File: config.mk
export PLATFORM = sky130hd
export DESIGN_NAME = adder_arbiter
export DESIGN_NICKNAME = d
export VERILOG_FILES = /design/src/rtl/adder_arbiter.sv
export SDC_FILE = /design/constraint.sdc
export NUM_CORES = 1
export LEC_CHECK = 0
export CORE_MARGIN = 3
export CORE_UTILIZATION = 46
export CTS_CLUSTER_SIZE = 40
export DETAILED_ROUTE_END_ITERATION = 10
export PLACE_DENSITY_LB_ADDON = 0.3
export SLEW_MARGIN = 20
export SYNTH_ARGS = -nofsm -noshare
export SYNTH_HDL_FRONTEND = slang
export SYNTH_SLANG_ARGS = --single-unit
File: constraint.sdc
create_clock -name iClk -period 13.05 [get_ports iClk]
set_input_delay 2.61 -clock iClk [delete_from_list [all_inputs] [get_ports iClk]]
set_output_delay 2.61 -clock iClk [all_outputs]
set_load 0.01 [all_outputs]
File: src/rtl/adder_arbiter.sv
// Round-robin arbiter that shares one 32-bit carry-lookahead adder between NREQ requesters.
// The sum, flags and owner tag are registered behind a valid/ready handshake.
module adder_arbiter #(
    parameter int NREQ = 2,
    parameter int TAGW = 1
) (
    input  logic                 iClk,
    input  logic                 inRst,
    input  logic [NREQ-1:0]      iReq,
    input  logic [NREQ*32-1:0]   iX,
    input  logic [NREQ*32-1:0]   iY,
    input  logic [NREQ-1:0]      iCarry,
    input  logic [NREQ-1:0]      iSub,
    output logic [NREQ-1:0]      oGnt,
    input  logic                 iRdy,
    output logic                 oValid,
    output logic [TAGW-1:0]      oTag,
    output logic [31:0]          oS,
    output logic                 oCarry,
    output logic                 oOverflow,
    output logic                 oZero,
    output logic                 oNegative
);

    localparam logic [0:0] EMPTY = 1'b0;
    localparam logic [0:0] FULL  = 1'b1;

    // Returns {c31, c32, sum}; 4-bit lookahead groups chained by group carry.
    function automatic logic [33:0] cla32(input logic [31:0] a, input logic [31:0] b,
                                          input logic cin);
        logic [31:0] g;
        logic [31:0] p;
        logic [32:0] c;
        int          b0;
        g    = a & b;
        p    = a ^ b;
        c    = 33'd0;
        c[0] = cin;
        for (int blk = 0; blk < 8; blk++) begin
            b0 = blk * 4;
            c[b0+1] = g[b0] | (p[b0] & c[b0]);
            c[b0+2] = g[b0+1] | (p[b0+1] & g[b0]) | (p[b0+1] & p[b0] & c[b0]);
            c[b0+3] = g[b0+2] | (p[b0+2] & g[b0+1]) | (p[b0+2] & p[b0+1] & g[b0])
                    | (p[b0+2] & p[b0+1] & p[b0] & c[b0]);
            c[b0+4] = g[b0+3] | (p[b0+3] & g[b0+2]) | (p[b0+3] & p[b0+2] & g[b0+1])
                    | (p[b0+3] & p[b0+2] & p[b0+1] & g[b0])
                    | (p[b0+3] & p[b0+2] & p[b0+1] & p[b0] & c[b0]);
        end
        return {c[31], c[32], p ^ c[31:0]};
    endfunction

    logic [0:0]      state_r;
    logic [0:0]      state_next_s;
    logic [TAGW-1:0] ptr_r;
    logic [TAGW-1:0] tag_r;
    logic [31:0]     s_r;
    logic            carry_r;
    logic            overflow_r;
    logic            zero_r;
    logic            negative_r;

    logic            acc_s;
    logic [NREQ-1:0] sel_s;
    logic [TAGW-1:0] gidx_s;
    logic [NREQ-1:0] gnt_s;
    logic            any_gnt_s;
    logic [31:0]     x_s;
    logic [31:0]     y_s;
    logic            sub_s;
    logic            cin_s;
    logic [33:0]     add_s;

    assign acc_s = (state_r == EMPTY) || iRdy;

    // Round-robin pick: first request at or above ptr, otherwise the lowest request (wrap).
    always_comb begin
        logic found;
        found  = 1'b0;
        sel_s  = '0;
        gidx_s = '0;
        for (int k = 0; k < NREQ; k++) begin
            if (!found && iReq[k] && (TAGW'(k) >= ptr_r)) begin
                found    = 1'b1;
                sel_s[k] = 1'b1;
                gidx_s   = TAGW'(k);
            end else begin
                found = found;
            end
        end
        for (int k = 0; k < NREQ; k++) begin
            if (!found && iReq[k]) begin
                found    = 1'b1;
                sel_s[k] = 1'b1;
                gidx_s   = TAGW'(k);
            end else begin
                found = found;
            end
        end
    end

    assign gnt_s     = (acc_s && inRst) ? sel_s : '0;
    assign any_gnt_s = |gnt_s;
    assign oGnt      = gnt_s;

    // One-hot operand mux feeding the shared adder.
    always_comb begin
        x_s   = 32'd0;
        y_s   = 32'd0;
        sub_s = 1'b0;
        cin_s = 1'b0;
        for (int k = 0; k < NREQ; k++) begin
            x_s   = x_s | ({32{sel_s[k]}} & iX[32*k +: 32]);
            y_s   = y_s | ({32{sel_s[k]}} & iY[32*k +: 32]);
            sub_s = sub_s | (sel_s[k] & iSub[k]);
            cin_s = cin_s | (sel_s[k] & iCarry[k]);
        end
    end

    assign add_s = cla32(x_s, sub_s ? ~y_s : y_s, sub_s ? 1'b1 : cin_s);

    // Next-state logic for the result register occupancy.
    always_comb begin
        state_next_s = state_r;
        case (state_r)
            EMPTY: begin
                if (any_gnt_s) state_next_s = FULL;
                else           state_next_s = EMPTY;
            end
            FULL: begin
                if (iRdy && !any_gnt_s) state_next_s = EMPTY;
                else                    state_next_s = FULL;
            end
            default: state_next_s = EMPTY;
        endcase
    end

    // Result register, pointer and state update.
    always_ff @(posedge iClk or negedge inRst) begin
        if (!inRst) begin
            state_r    <= EMPTY;
            ptr_r      <= '0;
            tag_r      <= '0;
            s_r        <= 32'd0;
            carry_r    <= 1'b0;
            overflow_r <= 1'b0;
            zero_r     <= 1'b0;
            negative_r <= 1'b0;
        end else begin
            state_r <= state_next_s;
            if (any_gnt_s) begin
                tag_r      <= gidx_s;
                s_r        <= add_s[31:0];
                carry_r    <= add_s[32];
                overflow_r <= add_s[32] ^ add_s[33];
                zero_r     <= (add_s[31:0] == 32'd0);
                negative_r <= add_s[31];
                ptr_r      <= (gidx_s == TAGW'(NREQ - 1)) ? '0 : gidx_s + TAGW'(1);
            end else begin
                ptr_r <= ptr_r;
            end
        end
    end

    assign oValid    = (state_r == FULL);
    assign oTag      = tag_r;
    assign oS        = s_r;
    assign oCarry    = carry_r;
    assign oOverflow = overflow_r;
    assign oZero     = zero_r;
    assign oNegative = negative_r;

endmodule

==> impl_metrics.py <==
metrics = {
    "finish": {
        "instances_no_fill": 712,
        "final_cell_area_mm2": 0.00583,
        "finish.utilization_pct": 73.5,
        "layout-drive-gt1-share_pct": 5.25,
        "n_antenna_cell": 0,
        "synthToLayoutAreaGrowth_pct": 50.7,
        "nNetsFinal": 786,
        "fillers": 629,
    },
    "placed_design": {
        "place_area_mm2": 0.00569,
        "place_ws_ns": 3.89,
        "port_buffers": 176,
        "place.gp.congestion": 0.923,
        "dp.cells": 704,
        "place_hpwl_um": 10300,
    },
    "logic_synthesis": {
        "synth_top_area_share_pct": 24.6,
        "avgSynthCellArea_um2": 8.62,
        "synthDistinctLibCells": 57,
        "synthesis.nets": 626,
        "yosysSeqAreaShare_pct": 24.6,
        "synth_flop_cell": "dfrtp_1",
        "ys_ff_latch": 38,
        "yosysTopAreaCell": "dfrtp_1",
        "synthesis.area_mm2": 0.00387,
        "yosys_warnings": 0,
        "synth_area_leaders": "dfrtp_1 25%, ha_1 10%, xor2_1 9.5%, a22o_1 7.2%, a22oi_1 6.6%",
        "async_flop_share_pct": 100,
        "synth_edf_count": 0,
        "postSynthCellCount": 449,
    },
    "clock_tree": {
        "clock-sinks": 38,
        "cts_max_level": 2,
        "clock_path_buffers": 2,
        "root_buffer": "clkbuf_8",
        "clk_latency_ns": 0.30,
        "clkTransAtPathRegs_ns": 0.09,
        "cts_tree": "yes",
        "cts_resized": 0,
        "postCtsSetupRepairBufs": 0,
        "hold_buffers": 0,
        "cts_inserted_buffers": 5,
    },
    "route": {
        "first_pass_iters": 5,
        "wl_per_cell_um": 17.4,
        "vias_per_cell": 5.63,
        "vias": 4005,
        "drt_iter0_drc": 193,
        "totalWireLength_um": 12400,
        "ant_nets": 0,
        "drcViolationCount": 0,
    },
    "worst_setup_path": {
        "crit_path_end_kind": "flop",
        "r2r-start": "ptr_r",
        "worstPathArrival_ns": 9.13,
        "crit_type": "input port to flop",
        "max_stage_delay_ns": 0.54,
        "path_cells": "clkdlybuf4s50_1 -> nand2b_1 -> and2_2 -> buf_4 -> a22oi_2 -> buf_4 -> xor2_1 -> ha_1 -> a21o_1 -> a221o_1 -> a211oi_2 -> and2_4 -> a2111o_1 -> a21oi_2 -> o21ai_0 -> nand2b_1 -> fa_1 -> nor4_1 -> nand2_1 -> or4_1 -> or4_1 -> a211o_1 -> o41ai_2",
        "cp_max_fo": 65,
        "startpoint": "iReq[0]",
        "required_ns": 13.25,
        "startpoint_type": "input port",
        "cp_slowest_cell": "clkdlybuf4s50_1",
    },
    "sta": {
        "final.min_clock_period_ns": 8.93,
        "drv_slew": 0,
        "finalHoldViolCount": 0,
        "layout_worst_path_cycle_share_pct": 68.4,
        "rsz0062_at_grt": "no",
        "finalSetupTns_ns": 0,
        "fin_ws_ns": 4.12,
        "max_slew_margin_pct": 41.0,
        "clock_skew_ns": 0.0109,
        "worst_pin_slew_ns": 0.885,
        "holdWs_ns": 0.481,
        "max_freq_ghz": 0.112,
        "setup_viol_count_final": 0,
    },
    "global_routing": {
        "grt_max_degree": 67,
        "grt_pass1_wl_um": 20200,
        "grt_pass1_vias": 4072,
        "grtUsageTotal_pct": 25.6,
        "grt.overflow.total": 0,
        "antenna_found_initial": 0,
    },
    "die": {
        "coreArea_mm2": 0.00793,
        "die-area_mm2": 0.00955,
        "row_count": 32,
        "die_y_um": 97.7,
        "chipWidth_um": 97.7,
        "pin_count": 177,
        "initial_core_util_pct": 48.8,
    },
    "power_and_ir_drop": {
        "pwr_density_cell_mw_per_mm2": 158,
        "power.leakage_nw": 2.51,
        "ir_worst_vdd_v": 0.0000645,
        "total_power_mw": 0.918,
    },
    "outcome": {
        "outcome": "finished, final reports clean",
    },
    "hold_path": {
        "min_from": "oS[19]",
        "hold_path_class": "flop to flop",
    },
    "run": {
        "drv_cap": 0,
    },
}
==> cell usage after synthesis (2+ instances only) <==
cell type / number
o31ai_1: 3
nor4_1: 2
nand4_1: 4
nand2_1: 64
a21oi_1: 18
or4_1: 2
buf_1: 6
xor2_1: 42
or2_2: 3
o21bai_1: 2
clkbuf_1: 20
nand3_1: 7
or3_1: 3
a31oi_1: 2
nor2b_1: 3
nand2b_1: 4
a211oi_2: 2
xnor2_1: 15
a21o_1: 13
a211oi_1: 2
ha_1: 32
fa_1: 8
o21a_1: 3
nor3_1: 7
a22o_1: 32
a22oi_1: 34
nor2_1: 20
o21ai_0: 28
and2_1: 3
dfrtp_1: 38
==> worst paths after layout <==
path | endpoint | slack [ns] | cells after the start
hold reg to reg | oS[19] | 0.48 | 2
min in group asynchronous | oCarry | 2.43 | 1
setup / recovery | oZero | 4.12 | 23
setup reg to reg | oZero | 6.45 | 22
hold / removal | oS[19] | 0.48 | 2
max in group asynchronous | oS[25] | 10.06 | 1
==> cells by family after synthesis <==
logic type	after synthesis	synth area share (%)
AO/OA/AOI/OAI	153	28.9
AND/OR/NAND/NOR	131	15.8
XOR/XNOR	57	12.9
adder cells (fa/ha/maj)	40	14.5
flip-flops	38	24.6
buffers and inverters	28	2.81
multiplexers	2	0.550
==> area by class of cell <==
cell class / instances / area (µm²) / area share (%)
clock inverters: 3 / 68.8 / 1.18
inverters: 1 / 3.75 / 0.0644
multi-input cells: 383 / 2820 / 48.4
flip-flops and latches: 38 / 951 / 16.3
repair buffers: 180 / 1790 / 30.7
clock buffers: 5 / 68.8 / 1.18
well taps: 102 / 128 / 2.19
==> report_power, final <==
part           leakage (nW)  internal, mW  switching (mW)
combinational          1.97         0.291           0.304
sequential            0.468         0.170          0.0290
clock                0.0683        0.0767          0.0475
total                  2.51         0.538           0.381
==> worst max-delay path: cells and delay by family <==
family / cells / cell delay, ns
compound gates: 9 / 2.15
fa+ha+maj: 2 / 0.93
xor+xnor: 1 / 0.14
buf+inv: 3 / 1.33
simple gates: 8 / 1.94
==> flip-flops by register name, indices dropped and copies added (netlist names) <==
| signal | flops |
|---|---|
| oZero | 1 |
| oCarry | 1 |
| oValid | 1 |
| ptr_r | 1 |
| oOverflow | 1 |
| oTag | 1 |
| oS | 32 |
==> layout by cell type (no fill, tap or decap), types with 2 or more instances in the layout <==
cell type / count
clkdlybuf4s50_1: 175
or2_2: 4
ha_1: 32
a21oi_1: 18
bufinv_16: 2
nor4_1: 2
o21bai_1: 2
and2_1: 2
a31oi_1: 2
and2_2: 2
nor2_1: 20
xor2_1: 42
a21o_1: 13
o21a_1: 3
a22oi_1: 33
a211oi_2: 2
buf_4: 4
a22o_1: 32
o31ai_1: 3
nand2b_1: 4
nand2_1: 64
nand4_1: 4
nand3_1: 7
nor3_1: 7
or4_1: 2
dfrtp_1: 38
clkbuf_8: 5
fa_1: 8
xnor2_1: 15
nor2b_1: 3
o21ai_0: 28
a211oi_1: 2
or3_1: 3
==> metal layers <==
metal | up-vias | share of wire [%] | global-route usage (%)
met4 | 0 | 1.0 | 5.64
met3 | 10 | 5.4 | 3.95
met2 | 143 | 51 | 45.3
li1 | 1975 | - | -
met1 | 1877 | 42 | 33.1
met5 | - | 0 | 0
(Power assumes the default switching activity.)
